===== config.mk =====
export PLATFORM = sky130hd
export DESIGN_NAME = bus_timer_periph
export DESIGN_NICKNAME = d
export VERILOG_FILES = /design/src/rtl/bus_timer_periph.sv
export SDC_FILE = /design/constraint.sdc
export NUM_CORES = 1
export LEC_CHECK = 0
export CORE_ASPECT_RATIO = 2
export CORE_MARGIN = 5
export CORE_UTILIZATION = 51
export CTS_CLUSTER_DIAMETER = 60
export DETAILED_ROUTE_END_ITERATION = 10
export HOLD_SLACK_MARGIN = 0.12
export MAX_ROUTING_LAYER = met4
export PLACE_DENSITY = 0.76
export REMOVE_ABC_BUFFERS = 1
export SYNTH_ARGS = -nofsm -noshare
export SYNTH_HDL_FRONTEND = slang
export SYNTH_SLANG_ARGS = --single-unit

===== constraint.sdc =====
create_clock -name clk -period 2.4 [get_ports clk]
set_input_delay 0.36 -clock clk [delete_from_list [all_inputs] [get_ports clk]]
set_output_delay 0.36 -clock clk [all_outputs]
set_load 0.02 [all_outputs]

===== src/rtl/bus_timer_periph.sv =====
// 65C02 bus responder: register file, 16-bit down-counting interval timer driving IRQ,
// and programmable read wait states via RDY. Define TIMER_PRESCALE_EN to add the prescaler.
module bus_timer_periph #(
    parameter logic [15:0] BASE     = 16'hFE00,
    parameter logic [1:0]  WAIT_RST = 2'd2
) (
    input  logic        clk,
    input  logic        RST,
    input  logic [15:0] AD,
    input  logic [7:0]  DO,
    input  logic        WE,
    output logic [7:0]  DI,
    output logic        SEL,
    output logic        RDY,
    output logic        IRQ
);

    typedef enum logic {IDLE, STALL} state_t;

    state_t      state, state_nx;
    logic [1:0]  rem, rem_nx;
    logic [1:0]  wait_r;
    logic        en, ie, oneshot, exp_r;
    logic [15:0] reload, count;
    logic [7:0]  shadow;
    logic [7:0]  rdata;
    logic        tick, expire;

    // RDY comes straight from the state register so reset releases the CPU at once
    assign RDY = (state == IDLE);

    logic acc, rd_acc, wr_acc;
    assign acc    = RDY && (AD[15:3] == BASE[15:3]);
    assign rd_acc = acc && !WE;
    assign wr_acc = acc && WE;

    logic wr_ctrl, wr_stat, wr_rl, wr_rh, wr_wait, rd_cl;
    assign wr_ctrl = wr_acc && (AD[2:0] == 3'd0);
    assign wr_stat = wr_acc && (AD[2:0] == 3'd1);
    assign wr_rl   = wr_acc && (AD[2:0] == 3'd2);
    assign wr_rh   = wr_acc && (AD[2:0] == 3'd3);
    assign wr_wait = wr_acc && (AD[2:0] == 3'd7);
    assign rd_cl   = rd_acc && (AD[2:0] == 3'd4);

`ifdef TIMER_PRESCALE_EN
    logic [7:0] prescale_r, presc;
    logic       wr_psc;
    assign wr_psc = wr_acc && (AD[2:0] == 3'd6);
    assign tick   = (presc == prescale_r);

    always_ff @(posedge clk or posedge RST) begin
        if (RST) begin
            prescale_r <= 8'd0;
            presc      <= 8'd0;
        end else begin
            if (wr_psc)
                prescale_r <= DO;
            if (wr_psc || wr_rh)
                presc <= 8'd0;
            else if (en)
                presc <= tick ? 8'd0 : presc + 8'd1;
        end
    end
`else
    assign tick = 1'b1;
`endif

    // A RELOAD_H write swallows any tick in the same cycle
    assign expire = en && tick && (count == 16'd0) && !wr_rh;

    always_comb begin
        state_nx = state;
        rem_nx   = rem;
        case (state)
            IDLE: begin
                if (rd_acc && (wait_r != 2'd0)) begin
                    state_nx = STALL;
                    rem_nx   = wait_r;
                end
            end
            STALL: begin
                if (rem == 2'd1)
                    state_nx = IDLE;
                else
                    rem_nx = rem - 2'd1;
            end
            default: state_nx = IDLE;
        endcase
    end

    always_ff @(posedge clk or posedge RST) begin
        if (RST) begin
            state <= IDLE;
            rem   <= 2'd0;
        end else begin
            state <= state_nx;
            rem   <= rem_nx;
        end
    end

    always_comb begin
        rdata = 8'd0;
        case (AD[2:0])
            3'd0: rdata = {5'd0, oneshot, ie, en};
            3'd1: rdata = {7'd0, exp_r};
            3'd2: rdata = reload[7:0];
            3'd3: rdata = reload[15:8];
            3'd4: rdata = count[7:0];
            3'd5: rdata = shadow;
`ifdef TIMER_PRESCALE_EN
            3'd6: rdata = prescale_r;
`endif
            3'd7: rdata = {6'd0, wait_r};
            default: rdata = 8'd0;
        endcase
    end

    always_ff @(posedge clk or posedge RST) begin
        if (RST) begin
            DI      <= 8'd0;
            SEL     <= 1'b0;
            IRQ     <= 1'b0;
            en      <= 1'b0;
            ie      <= 1'b0;
            oneshot <= 1'b0;
            exp_r   <= 1'b0;
            reload  <= 16'hFFFF;
            count   <= 16'hFFFF;
            shadow  <= 8'd0;
            wait_r  <= WAIT_RST;
        end else begin
            // DI/SEL freeze while the CPU is held off
            if (RDY) begin
                DI  <= rd_acc ? rdata : 8'd0;
                SEL <= rd_acc;
            end
            if (wr_ctrl) begin
                en      <= DO[0];
                ie      <= DO[1];
                oneshot <= DO[2];
            end else if (expire && oneshot) begin
                en <= 1'b0;
            end
            exp_r <= expire | (exp_r & ~(wr_stat & DO[0]));
            if (wr_rl)
                reload[7:0] <= DO;
            if (wr_rh) begin
                reload[15:8] <= DO;
                count        <= {DO, reload[7:0]};
            end else if (en && tick) begin
                count <= (count == 16'd0) ? reload : count - 16'd1;
            end
            if (rd_cl)
                shadow <= count[15:8];
            if (wr_wait)
                wait_r <= DO[1:0];
            IRQ <= exp_r & ie;
        end
    end

endmodule


==> results.md, run 1 <==
* Outcome: complete, no violations
* Largest net degree at the start of global routing at 29
* Post-DP HPWL at 6.96 mm
* Final net count at 431
* Setup TNS at 0 ns
* Cell taking the most area after synthesis: dfstp_2
* Worst-Margin Slew at 0.857 ns
* Max_cap viols at 0
* Gr usage total at 0.245
* Switching share of power at 0.247
* Clk root buf: clkbuf_16
* R2R Setup Slk at 0.08 ns
* Async set-reset flop share out of synthesis at 1.00
* Peak supply drop at 0.532 mV
* Chip height at 125 um
* Ys Warns at 0
* Tcrit/Tclk final at 0.967
* IO Pins at 38
* Synth area leaders: dfstp_2, dfrtp_1, mux2_2, nand2_1, nor2_1
* Critical path data required time at 2.67 ns
* Total Wirelength at 9.24 mm
* Post-synth cell types at 65
* Rows at 42
* Drt initial violations at 179
* First-pass GRT wire length at 15.2 mm
* Routed wire per std cell at 18.7 um
* Design Power at 2.57 mW
* Fmax at 431 MHz
* Post-synth EDFFs at 0
* Clock Path Buffers at 2
* Final Hold Fails at 0
* CTS clk-pin slew, worst paths at 0.05 ns
* Router iterations before antenna repair at 5
* Routed vias at 2994
* Sequential share of the synthesized area at 0.451
* Worst hold path class: in2async
* Sequential share of power at 0.433
* Setup Viol. Count Final at 0
* Post-place setup slack at -0.209 ns
* Clock Sinks at 59
* CTS buffer count at 9
* Placeable core area at 6520 sq um
* Leak Pwr at 1.82 nW
* Layout cells sized above 1 at 0.300
* Grt total ovfl at 0
* Int Pwr at 1.93 mW
* Antenna viol nets, final at 0
* Die X at 67.4 um
* Worst Setup Path Type: reg2reg
* Most common cell after layout, fill and taps aside: nand2_1
* Top_reg_cell synth: dfstp_2
* Drt via density at 6.06
* Yosys reg bits at 59
* Clock share of power at 0.432
* Nature of the critical path startpoint: register
* P_sw at 636 uW
* Crit path time final at 2.32 ns
* Cell Pwr Density at 598 nW/um^2
* Routability Congestion at 0.950
* Worst EP arrival at 2.59 ns
* CTS tree: yes
* Number of H-tree levels at 3
* Die ar. at 8420 sq um
* Later-pin clock latency in the skew report at 0.33 ns
* N_diodes at 0
* Critical path fanouts, max at 7
* Final worst slack at 0.0797 ns
* Worst setup EP type: register
* Comb pwr share at 0.135
* Vias in the first global route at 3126
* Synth Area per Inst at 9.93 sq um
* Synthesized cell area at 3370 sq um
* Initial antenna violation count at 0
* DRC viols at 0
* Layout area overhead at 27.7%
* Worst clock skew at 0.00800 ns
* Buffers on Ports at 37
* Cell count after synthesis at 339
* Most frequent cells in the layout: nand2_1, clkdlybuf4s50_1, buf_4
* Max-slew violation count at 0
* Top cell type's share of synthesized area at 0.258
* RSZ-0062 raised after global routing: true
* Slew margin rel. at 0.428
* Initial Util at 0.517
## cell families after synthesis
group / Yosys count / share of synthesized area
AND/OR/NAND/NOR: 126 / 0.204
AO/OA/AOI/OAI: 81 / 0.172
multiplexers: 34 / 0.115
adder cells (fa/ha/maj): 3 / 0.0112
buffers and inverters: 34 / 0.0416
flip-flops: 59 / 0.451
XOR/XNOR: 2 / 0.00521
## power groups by stage
stage | clock, mW | combinational (mW) | sequential (mW)
floorplan | 0 | 0.154 | 1.13
global placement | 0 | 0.331 | 1.12
detailed placement | 0 | 0.342 | 1.12
CTS | 1.13 | 0.344 | 1.11
global route | 1.18 | 0.373 | 1.11
finish | 1.11 | 0.347 | 1.11
## stage by stage
stage	area [sq um]	std cells	utilization	hold slack, ns
2_1_floorplan	3270	317	-	0.439
3_3_place_gp	4030	477	0.618	0.450
3_5_place_dp	4030	477	0.618	0.464
4_1_cts	4280	493	0.657	0.375
5_1_grt	4300	494	0.660	0.400
6_report	4300	494	0.660	0.349
## synth_stat cells, types with 4 or more instances
cell type / count
a211oi_1: 10
a21o_1: 5
a21oi_1: 6
a221oi_1: 4
a22oi_1: 6
a31oi_1: 7
clkbuf_1: 15
dfrtp_1: 26
dfstp_2: 33
inv_1: 12
mux2_2: 27
mux2i_1: 5
nand2_1: 42
nand3_1: 6
nand4_1: 4
nor2_1: 22
nor3_1: 12
nor4_1: 6
o21ai_0: 12
o22ai_1: 4
or4_1: 5
## worst paths after layout
path / to / cells after the start / start
hold reg to reg: reload[9] / 2 / reload[9]
hold / removal: SEL / 2 / RST
min in group clk: reload[9] / 2 / reload[9]
setup reg to reg: count[1] / 5 / count[13]
max in group asynchronous: count[12] / 3 / RST
setup / recovery: count[1] / 5 / count[13]
## metal layers
| metal | routed length (um) | share of wire | vias up | track usage |
|---|---|---|---|---|
| met3 | 622 | 0.067 | 30 | 0.0460 |
| li1 | - | - | 1385 | - |
| met2 | 4680 | 0.51 | 127 | 0.383 |
| met1 | 3610 | 0.39 | 1452 | 0.298 |
| met4 | 319 | 0.035 | 0 | 0.118 |
| met5 | 0 | 0 | - | - |
## state kept, by name, indices dropped and copies added (netlist names), 2 cells and up
register / cells
rem: 2
DI: 8
shadow: 8
count: 16
reload: 16
wait_r: 2
## worst max-delay path, stage by stage (launching register included)
cell and delay (ns):
dfstp_2 0.39, or3_4 0.40, or4b_4 0.54, or4_4 0.50, a31oi_1 0.22, o221a_1 0.20
## layout make-up
type,instances,area [sq um]
fill,561,2220
multi-input combinational,246,1720
sequential,59,1520
timing repair buffer,73,653
clock buffer,13,240
tap,88,110
inverter,12,45.0
clock inverter,3,15.0
## repair_timing
item                                    CTS  global route
setup buffers                             0             1
resized for setup                         0             3
hold buffers                              0             0
endpoints found under the setup margin    0             9
(Power assumes the default switching activity.)
==> inputs of run 2 (changes only) <==
- SKIP_CTS_REPAIR_TIMING: unset -> 1
==> results of run 2 <==
Same layout as run 1: the final DEF is identical, and so are final timing and power.
==> inputs of run 3 (changes only) <==
- CORE_UTILIZATION: 51 -> 56
- HOLD_SLACK_MARGIN: 0.12 -> 0.15
- PLACE_DENSITY: 0.76 -> 0.8
- clock period: 2.4 -> 2.35 ns (I/O delays scaled with it)
==> results.md, run 3 (synthesis results as in run 1) <==
* Gr usage total at 0.261
* Peak supply drop at 0.563 mV
* Clk root buf: clkbuf_16
* Rows at 40
* Initial Util at 0.565
* Placed cells at 454
* Routability Congestion at 0.972
* Worst Setup Path Type: reg2reg
* IO Pins at 38
* Placed Area at 4020 sq um
* Worst-Margin Slew at 0.594 ns
* Fmax at 437 MHz
* Chip height at 120 um
* Clock Sinks at 59
* Antenna viol nets, final at 0
* DRC viols at 0
* Max_cap viols at 0
* Post-DP HPWL at 6.87 mm
* Outcome: complete, no violations
* Most common cell after layout, fill and taps aside: nand2_1
* Filler cells at 442
* Final Hold Fails at 0
* Nature of the critical path startpoint: register
* Tcrit/Tclk final at 0.974
* Routed wire per std cell at 19.7 um
* Later-pin clock latency in the skew report at 0.33 ns
* Slowest cell on the critical path: or4_4
* Reg2reg end: count[14]
* Crit path time final at 2.29 ns
* Grt total ovfl at 0
* Final net count at 432
* Max incr delay on CP at 0.49 ns
* Setup Viol. Count Final at 0
* Leak Pwr at 1.85 nW
* FF-to-FF Start: count[1]
* Slew margin rel. at 0.603
* R2R cell count at 8
* CTS clk-pin slew, worst paths at 0.05 ns
* CTS tree: yes
* Critical path data required time at 2.60 ns
* Critical Path, Cell by Cell: inv_2 > ha_2 > or4b_4 > or4_4 > buf_4 > o2bb2ai_1 > nand2_1 > a22o_1
* Worst clock skew at 0.00707 ns
* Worst hold path class: in2async
* Final instance area at 4340 sq um
* Placeable core area at 5960 sq um
* Drt initial violations at 191
* Routed vias at 3072
* N_diodes at 0
* Worst setup EP type: register
* Buffers on Ports at 37
* Router iterations before antenna repair at 5
* R2R Setup Slk at 0.06 ns
* Largest net degree at the start of global routing at 33
* Vias in the first global route at 3111
* Drt via density at 6.54
* Most frequent cells in the layout: nand2_1, clkdlybuf4s50_1, buf_4
* Die X at 64.8 um
* Clock Path Buffers at 2
* Biggest regs: count (16), reload (16)
* CTS buffer count at 9
* First-pass GRT wire length at 15.0 mm
* Die ar. at 7750 sq um
* Layout area overhead at 29.0%
* Final Non-Filler Cells at 470
* Cell Pwr Density at 635 nW/um^2
* Layout cells sized above 1 at 0.324
* Total Wirelength at 9.24 mm
* Max-slew violation count at 0
* Worst EP arrival at 2.54 ns
* Initial antenna violation count at 0
* Critical path fanouts, max at 5
* Number of H-tree levels at 3
run 3: layout make-up:
| class | count | area (sq um) | share of cell area |
|---|---|---|---|
| multi-input cells | 246 | 1730 | 0.399 |
| inverters | 12 | 45.0 | 0.0104 |
| clock buffers | 11 | 243 | 0.0559 |
| well taps | 63 | 78.8 | 0.0182 |
| repair buffers | 74 | 673 | 0.155 |
| flip-flops and latches | 59 | 1520 | 0.350 |
| clock inverters | 5 | 52.6 | 0.0121 |
run 3: layer usage:
layer	share of wire	track usage
met3	0.066	0.0712
met5	0	-
met1	0.36	0.265
met4	0.068	0.189
met2	0.51	0.422
run 3: report_power, final:
part / internal [mW] / switching [mW]
logic: 0.167 / 0.166
registers: 1.09 / 0.0538
clock network: 0.841 / 0.437
total: 2.10 / 0.656
run 3: worst max-delay path: cells and delay by family (launching register included):
kind,cells,cell delay [ns]
buf+inv,2,0.24
simple gates,3,1.04
flops,1,0.39
fa+ha+maj,1,0.19
compound gates,2,0.33
run 3: how the worst max path moves through the flow:
stage	to	from	depth (start not counted)	slack, ns
6_report	count[14]	count[1]	8	0.06
5_1_grt	shadow[2]	AD[10]	8	-0.01
4_1_cts	count[15]	count[1]	6	-0.003
3_5_place_dp	shadow[0]	AD[10]	8	-0.22
3_3_place_gp	shadow[6]	AD[10]	8	-0.17
2_1_floorplan	count[12]	count[3]	5	-0.26
run 3: stage by stage:
stage / TNS [ns] / worst slack [ns] / power, mW / util / hold WS, ns
after floorplan: -1.71 / -0.263 / 1.31 / - / 0.436
final: 0 / 0.0599 / 2.76 / 0.729 / 0.256
after detailed placement: -4.74 / -0.224 / 1.49 / 0.675 / 0.463
after CTS: -0.00259 / -0.00259 / 2.77 / 0.725 / 0.256
after global placement: -3.40 / -0.168 / 1.47 / 0.675 / 0.454
after global routing: -0.0624 / -0.0149 / 2.86 / 0.729 / 0.280
